`src/rtl/serial_out_port.sv`:
```
// Memory-mapped 8N1 serial transmitter: stores to DATA_ADDR are queued in a small FIFO
// and shifted out on tx. Optional status register read path enabled by STATUS_READ_EN.
module serial_out_port #(
  parameter logic [7:0] DATA_ADDR    = 8'hFE,
  parameter logic [7:0] STATUS_ADDR  = 8'hFF,
  parameter int         DEPTH        = 4,
  parameter int         CLKS_PER_BIT = 4
) (
  input  logic       clk,
  input  logic       reset,
  input  logic       storeMem,
  input  logic       assertM,
  input  logic [7:0] abus,
  input  logic [7:0] dbus_in,
  output logic [7:0] status_out,
  output logic       status_oe,
  output logic       tx,
  output logic       busy,
  output logic       full,
  output logic       overflow
);

  localparam int AW = $clog2(DEPTH);
  localparam int CW = (CLKS_PER_BIT > 1) ? $clog2(CLKS_PER_BIT) : 1;
  localparam logic [CW-1:0] LAST_CLK = CW'(CLKS_PER_BIT - 1);

  typedef enum logic [1:0] {IDLE, START, DATA, STOP} stateT;

  stateT         state;
  logic [7:0]    mem [DEPTH];
  logic [AW:0]   wrPtr;
  logic [AW:0]   rdPtr;
  logic [CW-1:0] clkCnt;
  logic [2:0]    bitCnt;
  logic [7:0]    shiftReg;
  logic          empty;
  logic          bitDone;
  logic          dataWrite;
  logic          push;
  logic          pop;

  // Extra pointer bit distinguishes full from empty when the index bits match.
  assign empty     = (wrPtr == rdPtr);
  assign full      = (wrPtr[AW] != rdPtr[AW]) && (wrPtr[AW-1:0] == rdPtr[AW-1:0]);
  assign bitDone   = (clkCnt == LAST_CLK);
  assign dataWrite = storeMem && (abus == DATA_ADDR);
  assign push      = dataWrite && !full;
  assign pop       = !empty && ((state == IDLE) || ((state == STOP) && bitDone));
  assign busy      = (state != IDLE) || !empty;

  always_ff @(posedge clk) begin
    if (reset) begin
      wrPtr    <= '0;
      rdPtr    <= '0;
      overflow <= 1'b0;
    end else begin
      if (push)
        wrPtr <= wrPtr + 1'b1;
      if (pop)
        rdPtr <= rdPtr + 1'b1;
      if (dataWrite && full)
        overflow <= 1'b1;
    end
  end

  always_ff @(posedge clk) begin
    if (push)
      mem[wrPtr[AW-1:0]] <= dbus_in;
  end

  // Shift register holds the not-yet-sent bits; tx is always driven from a flop.
  always_ff @(posedge clk) begin
    if (reset) begin
      state  <= IDLE;
      tx     <= 1'b1;
      clkCnt <= '0;
      bitCnt <= '0;
    end else begin
      case (state)
        IDLE: begin
          if (!empty) begin
            state    <= START;
            tx       <= 1'b0;
            clkCnt   <= '0;
            shiftReg <= mem[rdPtr[AW-1:0]];
          end
        end
        START: begin
          if (bitDone) begin
            state    <= DATA;
            tx       <= shiftReg[0];
            shiftReg <= {1'b0, shiftReg[7:1]};
            clkCnt   <= '0;
            bitCnt   <= '0;
          end else begin
            clkCnt <= clkCnt + 1'b1;
          end
        end
        DATA: begin
          if (bitDone) begin
            clkCnt <= '0;
            if (bitCnt == 3'd7) begin
              state <= STOP;
              tx    <= 1'b1;
            end else begin
              bitCnt   <= bitCnt + 1'b1;
              tx       <= shiftReg[0];
              shiftReg <= {1'b0, shiftReg[7:1]};
            end
          end else begin
            clkCnt <= clkCnt + 1'b1;
          end
        end
        STOP: begin
          if (bitDone) begin
            clkCnt <= '0;
            // Chain straight into the next start bit so frames run back-to-back.
            if (!empty) begin
              state    <= START;
              tx       <= 1'b0;
              shiftReg <= mem[rdPtr[AW-1:0]];
            end else begin
              state <= IDLE;
              tx    <= 1'b1;
            end
          end else begin
            clkCnt <= clkCnt + 1'b1;
          end
        end
        default: begin
          state <= IDLE;
          tx    <= 1'b1;
        end
      endcase
    end
  end

`ifdef STATUS_READ_EN
  assign status_oe  = assertM && (abus == STATUS_ADDR);
  assign status_out = {overflow, 4'b0000, busy, full, empty};
`else
  logic unusedStatusIn;
  assign unusedStatusIn = &{1'b0, assertM};
  assign status_oe      = 1'b0;
  assign status_out     = 8'h00;
`endif

endmodule
```
`config.mk`:
```
export PLATFORM = sky130hd
export DESIGN_NAME = serial_out_port
export DESIGN_NICKNAME = d
export VERILOG_FILES = /design/src/rtl/serial_out_port.sv
export SDC_FILE = /design/constraint.sdc
export NUM_CORES = 1
export LEC_CHECK = 0
export ABC_AREA = 1
export BUFFER_PORTS_ARGS = -buffer_cell sky130_fd_sc_hd__buf_2
export CORE_AREA = 2 2 80 82
export CTS_CLUSTER_SIZE = 24
export DETAILED_ROUTE_END_ITERATION = 6
export DIE_AREA = 0 0 82 84
export PLACE_DENSITY = 0.73
export SLEW_MARGIN = 40
export SYNTH_ARGS = -nofsm -noshare
export SYNTH_HDL_FRONTEND = slang
export SYNTH_SLANG_ARGS = --single-unit
```
`constraint.sdc`:
```
create_clock -name clk -period 2.9 [get_ports clk]
set_input_delay 0.58 -clock clk [delete_from_list [all_inputs] [get_ports clk]]
set_output_delay 0.58 -clock clk [all_outputs]
set_load 0.005 [all_outputs]
```
# == Word-level counts from Yosys, hierarchy flattened ==
# Memories as Yosys holds them, arrays and structs flattened. A register that Yosys moved wholly into a read port is not among the register bits.
# Index checks and enable logic that the tools add are counted.
# Widths: inputs -> output; s select.
# word_totals
regBits,23
latchBits,0
ramBits,32
romBits,0
in_bits,20
n_memories,1
# classes
n_addsub,4
mul,0
div_mod_pow,0
magnitude_cmp,0
eq_ne,15
shifts,0
mux,31
bitwise,1
reduce_logical,18
# memory_table
name,depth,word_bits,rd,rd_clocked_by_memory_dff,write_ports,line_no,source
mem,4,8,1,1,1,30,logic [7:0] mem [DEPTH];
# ops
cell,count
$mux 8,5
$pmux 8 s4,1
$mux 2,9
$ne 2x2->1 const B,6
$reduce_and 5->1,2
$add 3x1->3 const B,3
$mux 1,9
$mux 3,3
$eq 8x8->1 const B,1
$pmux 2 s4,1
$reduce_and 4->1,2
$eq 2x2->1 const B,3
$logic_and 1x1->1,6
$pmux 3 s2,1
$pmux 1 s4,1
$pmux 2 s2,1
$reduce_bool 2->1,2
$eq 3x3->1,1
$eq 3x3->1 const B,1
$reduce_or 3->1,1
$add 2x1->2 const B,1
$eq 2x1->1 const B,1
$eq 2x2->1,1
$logic_not 1->1,2
4 further kinds,5

# == Depth between registers and ports, before layout ==
# Gate-level depths: netlist (run 1).
# logic_depth
ltp_word,6
mapped_depth,8

# == Worst setup path after synthesis (run 1) ==
# No wires, ideal clock.
# synth_timing
path_kind,input-to-reg
start,input abus[3]
end,"memory mem[0][0], enable pin"
arrival_ns,1.366
required_ns,2.529
setup_slack_ns,1.163
cell_stages,4
n_path_buf,0
path_cell_list,nand2_1 > nor3_1 > nand4_1 > nor2_1
# synth_via
elab_chain_len,5
# synth_lines
item,line_no,source
start: declaration,13,"input logic [7:0] abus,"
$eq 8x8->1,46,assign dataWrite = storeMem && (abus == DATA_ADDR);
$logic_and 1x1->1,46,
$logic_and 1x1->1,47,assign push = dataWrite && !full;
$mux 1,67,if (push)
$mux 1 (implied by the code),68,mem[wrPtr[AW-1:0]] <= dbus_in;
end: declaration,30,
# Every way passes these cells.

# == Final worst setup path (run 1) ==
# layout_timing
start,register state[0]
end,"register shiftReg[4], enable pin"
# layout_via
elab_chain_len,3
elab_cells_between_ends,8
classes_between,eq/ne: 7; reduce/logical: 1
# layout_lines
item,line_no,source
start: declaration,29,stateT state;
start signal: assignment,74,state <= IDLE;
start signal: assignment,82,state <= START;
start signal: assignment,90,state <= DATA;
$eq 2x2->1 / $eq 2x1->1 (equally long branches),79,case (state)
$ne 2x2->1 (no source line),n/a,
$reduce_and 5->1 (no source line) *,n/a,
end signal: assignment,85,shiftReg <= mem[rdPtr[AW-1:0]];
end signal: assignment,92,"shiftReg <= {1'b0, shiftReg[7:1]};"
end signal: assignment,108,"shiftReg <= {1'b0, shiftReg[7:1]};"
end: declaration,35,logic [7:0] shiftReg;
# Mark *: on every way between the ends. The rest lies on a longest branch, timed or not.
# A chain may end at the register's enable or synchronous reset.

==> flow_summary_export.csv, run 1 <==
group,metric,value,unit
drt,drtIter0Drc,54,
power,pwr-share-seq,41.2,%
clocking,cts_tree,"built",
layout,antenna_cells,0,
clocking,insertion_delay,0.34,ns
placed_design,dpl.cell_count,357,
yosys,syn_area,2701,um^2
drt,viasPerCell,4.938,
layout,nFillCells,569,
floorplan,die_x,82,um
layout,final_nets,324,
clocking,cts_sinks,57,
power,intPower,1.673,mW
clocking,post_cts.repair.setup_buffers,0,
yosys,yosysMostFrequentCell,"nand2_1",
yosys,synth_compound_area_share,10.70,%
timing,timing.final.crit_share,71.05,%
global_route,grt_pass1_wl,7914,um
timing,fin_setup_tns,0,ns
layout,drive_gt1_share,21.28,%
clocking,h-tree-depth,3,
placed_design,io_buffers,22,
floorplan,die_area,6888,um^2
power,vdd_ir_drop_max,0.0004940,V
timing,rsz0062_at_grt,"false",
drt,ant_nets,0,
power,swShare,37.76,%
drt,wl,4694,um
yosys,synth_cell_types,31,
placed_design,place_congestion,0.8475,
power,p_leak,1.228,nW
floorplan,die_height,84,um
yosys,ys_ff_latch,57,
power,p_sw,1.015,mW
yosys,yosys-mux-area-fraction,0,%
timing,finClkSkew,0.008746,ns
power,powerDensity,883.6,nW/um^2
placed_design,dpl.hpwl,3362,um
yosys,synth_top_family_by_area,"simple AND/OR/NAND/NOR gates",
layout,synthToLayoutAreaGrowth,12.60,%
power,power_frac_clock,23.6,%
power,power_frac_comb,35.2,%
critical_path,startpoint,"state[0]$_SDFFE_PP0P_",
critical_path,crit_fanout,7,
critical_path,reg2reg_to,"shiftReg[4]$_DFFE_PP_",
yosys,synth-edff-count,40,
yosys,seq_area_frac_synth,57.06,%
floorplan,rows,29,
yosys,yosys-top-cells-count,"54 x nand2_1, 40 x edfxtp_1, 23 x inv_1",
clocking,cts_root_buffer,"clkbuf_8",
yosys,synth_top_area_share,44.47,%
floorplan,num_io_pins,33,
yosys,synth.area.top_cells,"edfxtp_1 44%, dfxtp_1 13%, nand2_1 7.5%",
global_route,grt_usage,15.38,%
run,drv_cap,0,
timing,slew_headroom,60.40,%
floorplan,start_util,44.31,%
timing,period_needed,2.060,ns
yosys,ys.flop_type,"edfxtp_1",
critical_path,r2r_cells,6,
yosys,yosysWarnings,0,
yosys,syn_avg_cell_area,10.39,um^2
critical_path,cp_data_required_time,2.91,ns
timing,finalSetupViolations,0,
critical_path,r2r_slack,0.84,ns
critical_path,endpoint_kind,"register",
critical_path,timing.rr.start,"state[0]$_SDFFE_PP0P_",
yosys,synth_largest_area_cell,"edfxtp_1",
worst_hold_path,hold_class,"primary input to register",
global_route,grt_max_degree,18,
yosys,synth-xor-area-share,0.3242,%
drt,dr.pass1.iters,4,
drt,routedWlPerCell,12.58,um
critical_path,critPathKind,"register to register",
critical_path,crit_path_end,"shiftReg[4]$_DFFE_PP_",
timing,fmax,485.3,MHz
yosys,synthAdderAreaFrac,6.021,%
clocking,cts_inserted_buffers,9,
critical_path,worstSetupStartpointType,"register",
clocking,holdBufCountCts,0,
floorplan,core-area,6096,um^2
yosys,async_flop_share,0,%
drt,drc,0,
layout,final_cells,373,
timing,hold_viol_final,0,
global_route,grt_pass1_vias,1751,
yosys,yosys.area_share.simple,18.34,%
clocking,cts.path.max_buffers,2,
clocking,clkSlewWorstSetupHoldPaths,0.07,ns
drt,num_vias,1842,
timing,max_slew.worst_pin.slew,0.5931,ns
global_route,antenna_found_initial,0,
yosys,syn_inst,260,
global_route,grt-ovfl-total,0,
critical_path,arrival,2.07,ns
worst_hold_path,min_path_cells,1,
clocking,cts-resized-gates,0,
run_status,status,"completed",
timing,slew_violations,0,
per-layer routing:
| metal | vias up | track usage (%) | wire [um] |
|---|---|---|---|
| met1 | 850 | 19.22 | 2195 |
| met3 | 9 | 4.762 | 224 |
| met2 | 42 | 24.02 | 2179 |
| li1 | 941 | - | - |
| met4 | 0 | 7.121 | 95 |
| met5 | - | 0 | 0 |
per-stage QoR:
step	setup slack [ns]	util [%]	area (um^2)	hold slack [ns]	total power [mW]
final	0.8396	49.90	3042	0.4510	2.688
after global routing	0.7071	49.90	3042	0.4486	2.892
after CTS	0.8528	49.90	3042	0.4404	2.711
after detailed placement	0.8763	47.09	2870	0.4614	2.067
after global placement	0.9253	47.09	2870	0.4506	2.038
after floorplan	1.163	-	2731	0.4378	1.881
placed cells by master (no fill, tap or decap), types with 2 or more instances in the layout:
cell	n
nand4_1	2
clkbuf_8	9
inv_1	23
nand3_1	12
o21ai_0	4
nor3_1	4
a21oi_1	20
nand2_2	5
edfxtp_1	40
ha_1	13
dfxtp_1	17
a32o_1	7
clkinv_4	2
o21ai_1	9
nand2_4	4
buf_2	22
a21oi_2	3
nand2_1	54
buf_4	4
o22ai_1	2
conb_1	9
inv_2	3
clkinvlp_4	2
nor2_1	13
clkinv_2	4
cell families (layout without fill, tap and decap cells):
| kind of cell | Yosys count | in the layout |
|---|---|---|
| AO/OA/AOI/OAI | 47 | 47 |
| XOR/XNOR | 1 | 1 |
| flip-flops | 57 | 57 |
| adder cells (fa/ha/maj) | 13 | 13 |
| buffers and inverters | 41 | 69 |
| AND/OR/NAND/NOR | 100 | 100 |
| other | 1 | 9 |
power by group through the flow:
stage               sequential (mW)  clock, mW  combinational (mW)
finish                         1.11      0.633               0.947
global placement               1.12          0               0.918
floorplan                      1.08          0               0.803
detailed placement             1.12          0               0.942
CTS                            1.11      0.654               0.949
global route                   1.12      0.684                1.09
state kept, by name, indices dropped and copies added, names as in the netlist, named ones only:
name	cells
rdPtr	3
clkCnt	2
bitCnt	3
state	2
wrPtr	3
mem	32
shiftReg	8
overflow	1
tx	1
worst max-delay path: stages, from the launching register on:
cell and delay [ns]:
dfxtp_1 0.40, inv_1 0.11, ha_1 0.24, nor2_1 0.19
a21oi_1 0.15, nor3_1 0.27, and2_1 0.36
how the worst min path moves through the flow:
stage                      startpoint                endpoint  slack [ns]
2_1_floorplan  bitCnt[0]$_SDFFE_PP0P_  bitCnt[0]$_SDFFE_PP0P_        0.44
3_3_place_gp    overflow$_SDFFE_PP0P_   overflow$_SDFFE_PP0P_        0.45
3_5_place_dp   bitCnt[2]$_SDFFE_PP0P_  bitCnt[2]$_SDFFE_PP0P_        0.46
4_1_cts                    dbus_in[2]     mem[3][2]$_DFFE_PP_        0.44
5_1_grt                    dbus_in[2]     mem[0][2]$_DFFE_PP_        0.45
6_report                   dbus_in[7]     mem[3][7]$_DFFE_PP_        0.45
layout make-up:
cell class / instances / area (um^2) / share of cell area [%]
multi-input cells: 170 / 989.7 / 32.54
clock inverters: 7 / 47.55 / 1.563
clock buffers: 9 / 123.9 / 4.072
repair buffers: 26 / 140.1 / 4.607
flip-flops and latches: 57 / 1541 / 50.68
inverters: 27 / 102.6 / 3.373
well taps: 77 / 96.34 / 3.167
No activity file was read; power rests on OpenSTA's default activity.
==> run 2, diff against run 1 <==
Settings changed: PLACE_DENSITY 0.73 to 0.76.
Clock period 2.9 ns to 1.87 ns, I/O delays scaled along.
==> run 2 against run 1 <==
Utilization is 1.7 points higher. Critical path depth up 1. Combinational power is 77% higher. Global-route usage rose by 0.78 points. Setup slack worse by 0.79 ns. Critical endpoint is now full. Largest cell class unchanged. Highest routed layer unchanged.
==> flow_summary_export.csv, run 2 (synthesis gave the netlist of run 1 again) <==
group,metric,value,unit
run_status,status,"completed",
drt,drc,0,
clocking,insertion_delay,0.35,ns
critical_path,r2r_slack,0.11,ns
floorplan,die_area,6888,um^2
placed_design,place_congestion,0.8712,
floorplan,core-area,6096,um^2
critical_path,worstSetupStartpointType,"register",
layout,mostFrequentLayoutCells,"54 x nand2_1, 40 x edfxtp_1, 23 x inv_1",
global_route,grt_max_degree,17,
power,swShare,37.96,%
critical_path,cp_data_required_time,1.50,ns
global_route,met3_usage,5.736,%
worst_hold_path,min_to,"mem[2][5]$_DFFE_PP_",
power,intPower,2.764,mW
timing,rsz0062_at_grt,"true",
clocking,holdBufCountCts,0,
global_route,grt_pass1_wl,8349,um
placed_design,dpl.hpwl,3446,um
global_route,grt_util_met1,18.88,%
power,power_frac_clock,24.4,%
run,drv_cap,0,
worst_hold_path,hold_class,"primary input to register",
global_route,grt_usage,16.17,%
critical_path,r2r_cells,6,
placed_design,io_buffers,22,
power,powerDensity,1418,nW/um^2
layout,largest_register_ff_count,32,
worst_hold_path,hp-start,"dbus_in[5]",
power,pwr-share-seq,37.8,%
timing,finClkSkew,0.008956,ns
drt,num_vias,1931,
global_route,grtUsageMet2,26.90,%
power,p_sw,1.691,mW
power,p_leak,1.283,nW
placed_design,placed_area,2945,um^2
timing,finalSetupViolations,0,
layout,antenna_cells,0,
critical_path,reg2reg_to,"shiftReg[4]$_DFFE_PP_",
layout,final_common_cell,"nand2_1",
layout,nFillCells,563,
critical_path,crit_fanout,5,
global_route,antenna_found_initial,0,
timing,fin_setup_tns,0,ns
floorplan,die_x,82,um
clocking,h-tree-depth,3,
layout,fin_area,3143,um^2
clocking,clkSlewWorstSetupHoldPaths,0.08,ns
timing,hold_viol_final,0,
layout,multi_input_comb_area,999.7,um^2
clocking,post_cts.repair.setup_buffers,0,
clocking,cts_inserted_buffers,9,
critical_path,timing.rr.start,"bitCnt[0]$_SDFFE_PP0P_",
critical_path,arrival,1.44,ns
layout,drive_gt1_share,25.16,%
drt,wl,4896,um
layout,synthToLayoutAreaGrowth,16.35,%
drt,drtIter0Drc,87,
power,power_frac_comb,37.7,%
layout,seqCellArea,1544,um^2
clocking,cts_root_buffer,"clkbuf_8",
floorplan,num_io_pins,33,
timing,timing.final.crit_share,97.09,%
layout,final_nets,334,
power,vdd_ir_drop_max,0.0006022,V
timing,period_needed,1.816,ns
drt,viasPerCell,5.042,
clocking,cts_tree,"built",
drt,ant_nets,0,
floorplan,start_util,44.31,%
floorplan,die_height,84,um
critical_path,critPathKind,"register to output pin",
drt,routedWlPerCell,12.78,um
global_route,grt-ovfl-total,0,
clocking,cts_sinks,57,
drt,dr.pass1.iters,4,
timing,slew_violations,0,
global_route,grt_pass1_vias,1917,
worst_hold_path,min_path_cells,1,
floorplan,rows,29,
clocking,cts.path.max_buffers,2,
critical_path,endpoint_kind,"output pin",
timing,fmax,550.8,MHz
global_route,grt.busiest_layer,"met2",
## run 2: changes by cell type in the layout (fill, tap and decap cells not counted), moves of 2 or more
cell,before,now
dfxtp_1,17,15
dfxtp_2,0,2
buf_4,4,14
inv_6,0,3
clkinv_2,4,1
## run 2: worst max-delay path, stage by stage (launching register included)
cell     delay, ns
dfxtp_2       0.35
inv_2         0.08
nand2_1       0.10
nand2_4       0.12
nand4_2       0.10
buf_4         0.17
inv_1         0.06
buf_2         0.11
## run 2: worst max path at each step
stage	startpoint	end	slack, ns	cells past startpoint
floorplan	state[0]$_SDFFE_PP0P_	shiftReg[0]$_DFFE_PP_	0.13	6
global placement	bitCnt[0]$_SDFFE_PP0P_	shiftReg[4]$_DFFE_PP_	0.07	6
detailed placement	bitCnt[0]$_SDFFE_PP0P_	shiftReg[3]$_DFFE_PP_	-0.007	6
CTS	wrPtr[0]$_SDFFE_PP0N_	full	0.03	7
global route	wrPtr[0]$_SDFFE_PP0N_	full	-0.03	7
finish	wrPtr[0]$_SDFFE_PP0N_	full	0.05	7
## run 2: cell type report
| type | instances | area share, % |
|---|---|---|
| multi-input combinational | 170 | 31.81 |
| timing repair buffer | 36 | 6.847 |
| clock inverter | 7 | 1.951 |
| sequential | 57 | 49.12 |
| inverter | 27 | 3.264 |
| tap | 77 | 3.065 |
| clock buffer | 9 | 3.941 |
## run 2: stage by stage
step                      hold slack (ns)  power [mW]  utilization (%)  cells  worst slack [ns]
after floorplan                    0.4378       2.917                -    268            0.1350
after global placement             0.4507       3.306            48.32    367           0.06759
after detailed placement           0.4614       3.362            48.32    367         -0.007082
after CTS                          0.2233       4.472            51.42    383           0.02512
after global routing               0.2318       4.772            51.56    383          -0.03180
final                              0.2353       4.456            51.56    383           0.05440
## run 2: power groups by stage
stage | logic, mW | registers [mW] | clock network, mW
after detailed placement | 1.65 | 1.71 | 0
after global placement | 1.60 | 1.71 | 0
after CTS | 1.67 | 1.69 | 1.11
after global routing | 1.90 | 1.70 | 1.17
final | 1.68 | 1.68 | 1.09
after floorplan | 1.25 | 1.67 | 0
## run 2: routing by layer
layer | part of all wire (%) | up-vias
met1 | 44 | 896
li1 | - | 964
met3 | 5.5 | 9
met4 | 1.7 | 0
met5 | 0 | -
met2 | 49 | 62
## run 2: repair_timing
action	CTS	global route
endpoints found under the setup margin	8	9
gates cloned	0	0
pin swaps	0	0
resized for setup	3	3
